`src/rtl/sine_period_meter_if.sv`:
```
// Sample/result bundle for the sine period meter.
//
// Signals:
//   in_valid    sample strobe, in_data is taken on a cycle when high
//   in_data     signed input sample
//   res_valid   result available
//   res_ready   consumer accepts the result
//   res_period  accepted samples between consecutive rising crossings
//   res_max     signed maximum seen in the period
//   res_min     signed minimum seen in the period
//   res_p2p     unsigned res_max - res_min
//
// Modports: master drives samples and consumes results (source/consumer
// side); slave is the meter itself.
interface sine_period_meter_if #(
    parameter int DW = 16,
    parameter int PW = 8
);
    logic                 in_valid;
    logic signed [DW-1:0] in_data;
    logic                 res_valid;
    logic                 res_ready;
    logic [PW-1:0]        res_period;
    logic signed [DW-1:0] res_max;
    logic signed [DW-1:0] res_min;
    logic [DW:0]          res_p2p;

    modport master (
        output in_valid, in_data, res_ready,
        input  res_valid, res_period, res_max, res_min, res_p2p
    );

    modport slave (
        input  in_valid, in_data, res_ready,
        output res_valid, res_period, res_max, res_min, res_p2p
    );
endinterface

```
`src/rtl/sine_period_meter.sv`:
```
// Sine period meter: finds rising zero crossings in a signed sample stream
// and reports, once per completed period, the period length in accepted
// samples together with the signed max, min and peak-to-peak amplitude.
//
// Ports:
//   clk       system clock, rising edge
//   rst       synchronous active-high reset
//   clr_i     synchronous clear of the sticky status bits
//   locked_o  high while a period is being measured
//   status_o  sticky flags: bit0 result overrun, bit1 period timeout
//   bus       sample input and result valid/ready output (slave side)
module sine_period_meter #(
    parameter int DW = 16,
    parameter int PW = 8
) (
    input  logic               clk,
    input  logic               rst,
    input  logic               clr_i,
    output logic               locked_o,
    output logic [1:0]         status_o,
    sine_period_meter_if.slave bus
);

    typedef enum logic {SEEK = 1'b0, MEAS = 1'b1} state_t;

    localparam logic [PW-1:0] CNT_MAX = {PW{1'b1}};
    localparam logic [PW-1:0] CNT_ONE = PW'(1);

    // Peak-to-peak in DW+1 bits so a full-scale swing cannot wrap.
    function automatic logic [DW:0] p2p_calc(input logic signed [DW-1:0] hi,
                                             input logic signed [DW-1:0] lo);
        logic signed [DW:0] hi_x;
        logic signed [DW:0] lo_x;
        logic signed [DW:0] diff;
        hi_x = (DW+1)'(hi);
        lo_x = (DW+1)'(lo);
        diff = hi_x - lo_x;
        return $unsigned(diff);
    endfunction

    // Control state
    state_t        state_q, state_d;
    logic          prev_valid_q, prev_valid_d;
    logic [PW-1:0] cnt_q, cnt_d;
    logic          res_valid_q, res_valid_d;
    logic [1:0]    status_q, status_d;

    // Datapath state
    logic signed [DW-1:0] prev_q, prev_d;
    logic signed [DW-1:0] max_q, max_d;
    logic signed [DW-1:0] min_q, min_d;
    logic [PW-1:0]        res_period_q, res_period_d;
    logic signed [DW-1:0] res_max_q, res_max_d;
    logic signed [DW-1:0] res_min_q, res_min_d;
    logic [DW:0]          res_p2p_q, res_p2p_d;

    logic signed [DW-1:0] cur;
    logic                 crossing;
    logic                 emit;
    logic                 timeout;
    logic                 overrun;

    assign cur = bus.in_data;

    always_comb begin
        state_d      = state_q;
        prev_valid_d = prev_valid_q;
        prev_d       = prev_q;
        cnt_d        = cnt_q;
        max_d        = max_q;
        min_d        = min_q;
        res_valid_d  = res_valid_q;
        res_period_d = res_period_q;
        res_max_d    = res_max_q;
        res_min_d    = res_min_q;
        res_p2p_d    = res_p2p_q;
        status_d     = status_q;
        emit         = 1'b0;
        timeout      = 1'b0;
        overrun      = 1'b0;

        // prev < 0 and cur >= 0 reduce to the two sign bits.
        crossing = bus.in_valid && prev_valid_q && prev_q[DW-1] && !cur[DW-1];

        if (bus.in_valid) begin
            prev_d       = cur;
            prev_valid_d = 1'b1;
            unique case (state_q)
                SEEK: begin
                    if (crossing) begin
                        state_d = MEAS;
                        cnt_d   = CNT_ONE;
                        max_d   = cur;
                        min_d   = cur;
                    end
                end
                MEAS: begin
                    if (crossing) begin
                        // Result uses the pre-update window; the crossing
                        // sample opens the next period instead.
                        emit  = 1'b1;
                        cnt_d = CNT_ONE;
                        max_d = cur;
                        min_d = cur;
                    end else if (cnt_q == CNT_MAX) begin
                        timeout = 1'b1;
                        state_d = SEEK;
                    end else begin
                        cnt_d = cnt_q + CNT_ONE;
                        if (cur > max_q) max_d = cur;
                        if (cur < min_q) min_d = cur;
                    end
                end
                default: state_d = SEEK;
            endcase
        end

        // A new result may only replace the held one if it is leaving
        // this very cycle; otherwise the new one is dropped.
        if (emit) begin
            if (!res_valid_q || bus.res_ready) begin
                res_valid_d  = 1'b1;
                res_period_d = cnt_q;
                res_max_d    = max_q;
                res_min_d    = min_q;
                res_p2p_d    = p2p_calc(max_q, min_q);
            end else begin
                overrun = 1'b1;
            end
        end else if (res_valid_q && bus.res_ready) begin
            res_valid_d = 1'b0;
        end

        // Clear first so a same-cycle set event survives.
        if (clr_i) status_d = 2'b00;
        status_d = status_d | {timeout, overrun};
    end

    always_ff @(posedge clk) begin
        if (rst) begin
            state_q      <= SEEK;
            prev_valid_q <= 1'b0;
            cnt_q        <= '0;
            res_valid_q  <= 1'b0;
            res_period_q <= '0;
            res_max_q    <= '0;
            res_min_q    <= '0;
            res_p2p_q    <= '0;
            status_q     <= 2'b00;
        end else begin
            state_q      <= state_d;
            prev_valid_q <= prev_valid_d;
            cnt_q        <= cnt_d;
            res_valid_q  <= res_valid_d;
            res_period_q <= res_period_d;
            res_max_q    <= res_max_d;
            res_min_q    <= res_min_d;
            res_p2p_q    <= res_p2p_d;
            status_q     <= status_d;
        end
    end

    // Running window values are qualified by state/prev_valid, so they
    // need no reset.
    always_ff @(posedge clk) begin
        prev_q <= prev_d;
        max_q  <= max_d;
        min_q  <= min_d;
    end

    assign bus.res_valid  = res_valid_q;
    assign bus.res_period = res_period_q;
    assign bus.res_max    = res_max_q;
    assign bus.res_min    = res_min_q;
    assign bus.res_p2p    = res_p2p_q;
    assign locked_o       = (state_q == MEAS);
    assign status_o       = status_q;

endmodule
```
`src/flat_wrapper.sv`:
```
// flat-port wrapper written by rule: the top's interface ports become plain ports
module sine_period_meter_flat 
#(
    parameter int DW = 16,
    parameter int PW = 8
)
  (clk, rst, clr_i, locked_o, status_o, bus_in_valid, bus_in_data, bus_res_ready, bus_res_valid, bus_res_period, bus_res_max, bus_res_min, bus_res_p2p);
  sine_period_meter_if #(.DW(DW), .PW(PW)) bus_i ();
  input  logic clk;
  input  logic rst;
  input  logic clr_i;
  output logic locked_o;
  output logic [1:0] status_o;
  input wire logic [$bits(bus_i.in_valid)-1:0] bus_in_valid;
  input wire logic [$bits(bus_i.in_data)-1:0] bus_in_data;
  input wire logic [$bits(bus_i.res_ready)-1:0] bus_res_ready;
  output wire logic [$bits(bus_i.res_valid)-1:0] bus_res_valid;
  output wire logic [$bits(bus_i.res_period)-1:0] bus_res_period;
  output wire logic [$bits(bus_i.res_max)-1:0] bus_res_max;
  output wire logic [$bits(bus_i.res_min)-1:0] bus_res_min;
  output wire logic [$bits(bus_i.res_p2p)-1:0] bus_res_p2p;
  assign bus_i.in_valid = bus_in_valid;
  assign bus_i.in_data = bus_in_data;
  assign bus_i.res_ready = bus_res_ready;
  assign bus_res_valid = bus_i.res_valid;
  assign bus_res_period = bus_i.res_period;
  assign bus_res_max = bus_i.res_max;
  assign bus_res_min = bus_i.res_min;
  assign bus_res_p2p = bus_i.res_p2p;
  sine_period_meter #(.DW(DW), .PW(PW)) u_core (.clk(clk), .rst(rst), .clr_i(clr_i), .locked_o(locked_o), .status_o(status_o), .bus(bus_i));
endmodule
```
`config.mk`:
```
export PLATFORM = sky130hd
export DESIGN_NAME = sine_period_meter_flat
export DESIGN_NICKNAME = d
export VERILOG_FILES = /design/src/rtl/sine_period_meter_if.sv /design/src/rtl/sine_period_meter.sv /design/src/flat_wrapper.sv
export SDC_FILE = /design/constraint.sdc
export NUM_CORES = 1
export LEC_CHECK = 0
export CORE_MARGIN = 2
export CORE_UTILIZATION = 49
export DETAILED_ROUTE_END_ITERATION = 16
export PLACE_DENSITY = 0.86
export SKIP_LAST_GASP = 1
export SYNTH_ARGS = -nofsm -noshare
export SYNTH_HDL_FRONTEND = slang
export SYNTH_SLANG_ARGS = --single-unit
```
`constraint.sdc`:
```
create_clock -name clk -period 3.4 [get_ports clk]
set_input_delay 0.68 -clock clk [delete_from_list [all_inputs] [get_ports clk]]
set_output_delay 0.68 -clock clk [all_outputs]
set_load 0.02 [all_outputs]
```
==> reports/summary.txt <==
pins over their slew limit: 0
placed cell areas: 0.00610 mm2
sink count of the clock tree: 103
clock network fraction of design power: 32.5%
top post-synthesis cells by area: dfxtp_1, edfxtp_1, ha_1
Crit Path Max Fanout: 8
max cap viols: 0
Pre-Repair DR Iteration Count: 5
pwr/cell area: 357 mW/mm2
crit-path cells: clkdlybuf4s50_1, ha_1, and4_1, nand2_1, nor2_1, a221oi_1, mux2i_1, o31ai_2, buf_4
Net Sw Frac: 25.0%
Int Pwr: 1.68 mW
IO Pins: 82
Primary FF master, synth: dfxtp_1
FFs w/ async S/R, synth: 0%
Resize count post-CTS: 0
number of hold buffers added after cts: 0
CTS clk-pin slew, worst paths: 0.09 ns
Crit path largest cell delay: 0.51 ns
Worst EP arrival: 2.91 ns
drt initial violations: 256
peak supply drop: 0.000191 V
Tightest Pin Transition: 0.531 ns
met1 wire length: 5410 um
die outline width: 106 um
# port buffers: 81
postcts setup bufs: 0
Post-Syn Instances: 558
#FFs+latches synth: 103
Hold Crit Class: reg2reg
initial antenna violation count: 0
outcome: complete, no violations
leakage power: 2.43 nW
Max H-tree Level: 3
library cells used by synthesis: 53
endpoints failing hold: 0
sequential area share after synthesis: 46.8%
first-pass GRT wire length: 21,000 um
top layer in use: met4
Syn Std Cell Area: 0.00511 mm2
Root Driver: clkbuf_8
number of flops mapped to enable cells by yosys: 33
Core Region: 0.0102 mm2
worst setup path class: in2reg
period utilization: 83.2%
DR DRC count: 0
minimum clock period: 2.83 ns
f_max: 354 MHz
commonest cells after routing, fill and taps aside: nand2_1, clkdlybuf4s50_1, dfxtp_1, a21oi_1, ha_1
pin count of the biggest net entering global routing: 40
vias in the first global route: 4,332
logic gate share of total power: 9.7%
final setup violation count: 0
Area Growth Syn to Fin: 23.0%
crit path capture type: flip-flop
share of cells above drive strength 1: 5.14%
Met2 Wirelength: 6450 um
commonest non-fill, non-tap cell in the layout: nand2_1
Clock Path Buffers: 2
CTS tree: built
largest area contributor in the netlist: dfxtp_1
WL met3: 687 um
grt total ovfl: 0
CTS buffer count: 9
Mean Syn Cell Area: 9.17 um2
dpl hpwl: 9680 um
Initial Util: 50.0%
chip height: 106 um
post-route ant nets: 0
Yosys Warn Count: 0
Seq pwr share: 57.8%
Yosys top cell area share: 27.4%
Die ar.: 0.0113 mm2
antenna fix cells: 0
Total Nets Final: 707
post-synthesis net count: 628
Vias per Instance: 5.67
Slew HR: 64.6%
Setup TNS: 0 ns
CP required: 3.48 ns
clk_skew: 0.0108 ns
RSZ-0062 raised after global routing: false
Routed wire per std cell: 16.4 um
RD Place Congestion: 0.874
CP Launch Type: input pin
critical path's slowest cell: clkdlybuf4s50_1
final wirelength: 12,800 um
Design Area, Final: 0.00629 mm2
all-layer global routing usage: 23.4%
standard-cell rows: 37
NetSw: 0.561 mW
Skew-Pair Late Insertion Delay: 0.37 ns
Via Count: 4,410
power groups by stage:
| stage | combinational [mW] | sequential [mW] | clock (mW) |
|---|---|---|---|
| final | 0.219 | 1.30 | 0.729 |
| after global routing | 0.242 | 1.30 | 0.791 |
| after CTS | 0.217 | 1.30 | 0.743 |
| after detailed placement | 0.216 | 1.33 | 0 |
| after global placement | 0.208 | 1.33 | 0 |
| after floorplan | 0.132 | 1.32 | 0 |
Yosys cell counts, types with 5 or more instances:
library cell and instances:
nand2_1 99, dfxtp_1 70, a21oi_1 65, ha_1 48
inv_1 38, edfxtp_1 33, nor2_1 28, clkbuf_1 18
nand3_1 17, a21o_1 13, nor3_1 13, o21ai_0 11
nand4_1 10, o211ai_1 9, o21a_1 9, and3_1 6
or3_1 6, xor2_1 6, a31oi_1 5, buf_1 5
cell type report:
type	instances	area (um2)
Tap cell	136	170
Timing Repair Buffer	92	901
Multi-Input combinational cell	393	2500
Sequential cell	103	2390
Clock inverter	4	30.0
Inverter	38	143
Clock buffer	12	155
Fill cell	858	3940
per-stage QoR:
step | worst slack [ns] | hold slack (ns) | power [mW] | std cells | utilization [%]
3_5_place_dp | 0.206 | 0.448 | 1.54 | 762 | 59.7
4_1_cts | 0.602 | 0.460 | 2.26 | 778 | 61.5
5_1_grt | 0.401 | 0.472 | 2.33 | 778 | 61.5
6_report | 0.573 | 0.458 | 2.25 | 778 | 61.5
2_1_floorplan | 0.389 | 0.447 | 1.45 | 558 | -
3_3_place_gp | 0.251 | 0.443 | 1.53 | 762 | 59.7
sequential cells by signal, summed over array words and instances, names as in the netlist:
signal,count
u_core.bus.res_max,16
u_core.bus.res_min,16
u_core.status_o,2
u_core.bus.res_p2p,17
u_core.prev_valid_q,1
u_core.bus.res_period,8
u_core.min_q,16
u_core.max_q,16
u_core.bus.res_valid,1
u_core.prev_q,1
u_core.locked_o,1
u_core.cnt_q,8
critical path, delay by kind of cell:
family | cells | cell delay (ns)
buffers and inverters | 2 | 0.75
AOI/OAI and AO/OA | 2 | 0.57
muxes | 1 | 0.14
adders and majority gates | 1 | 0.36
and+or+nand+nor | 3 | 0.41
cells by family (layout without fill, tap and decap cells):
group / after synthesis / in the layout / share of synthesized area, %
compound gates: 137 / 137 / 17.1
xor+xnor: 8 / 8 / 1.37
mux: 2 / 2 / 0.391
fa+ha+maj: 49 / 49 / 12.1
buf+inv: 62 / 146 / 4.57
simple gates: 197 / 197 / 17.7
flops: 103 / 103 / 46.8
routing by layer:
layer	vias to the layer above	global-route usage [%]
met4	0	7.05
met1	2106	28.2
met2	147	41.8
li1	2137	-
met5	-	0
met3	20	4.78
final timing paths:
check	start	end	slack, ns	cells after the start
worst max-delay path	bus_in_data[14]	u_core.max_q[15]	0.57	9
worst min-delay path	u_core.bus.res_period[3]	u_core.bus.res_period[3]	0.46	2
worst max register to register	u_core.max_q[0]	u_core.bus.res_p2p[16]	0.94	9
worst min register to register	u_core.bus.res_period[3]	u_core.bus.res_period[3]	0.46	2
(Power assumes the default switching activity.)
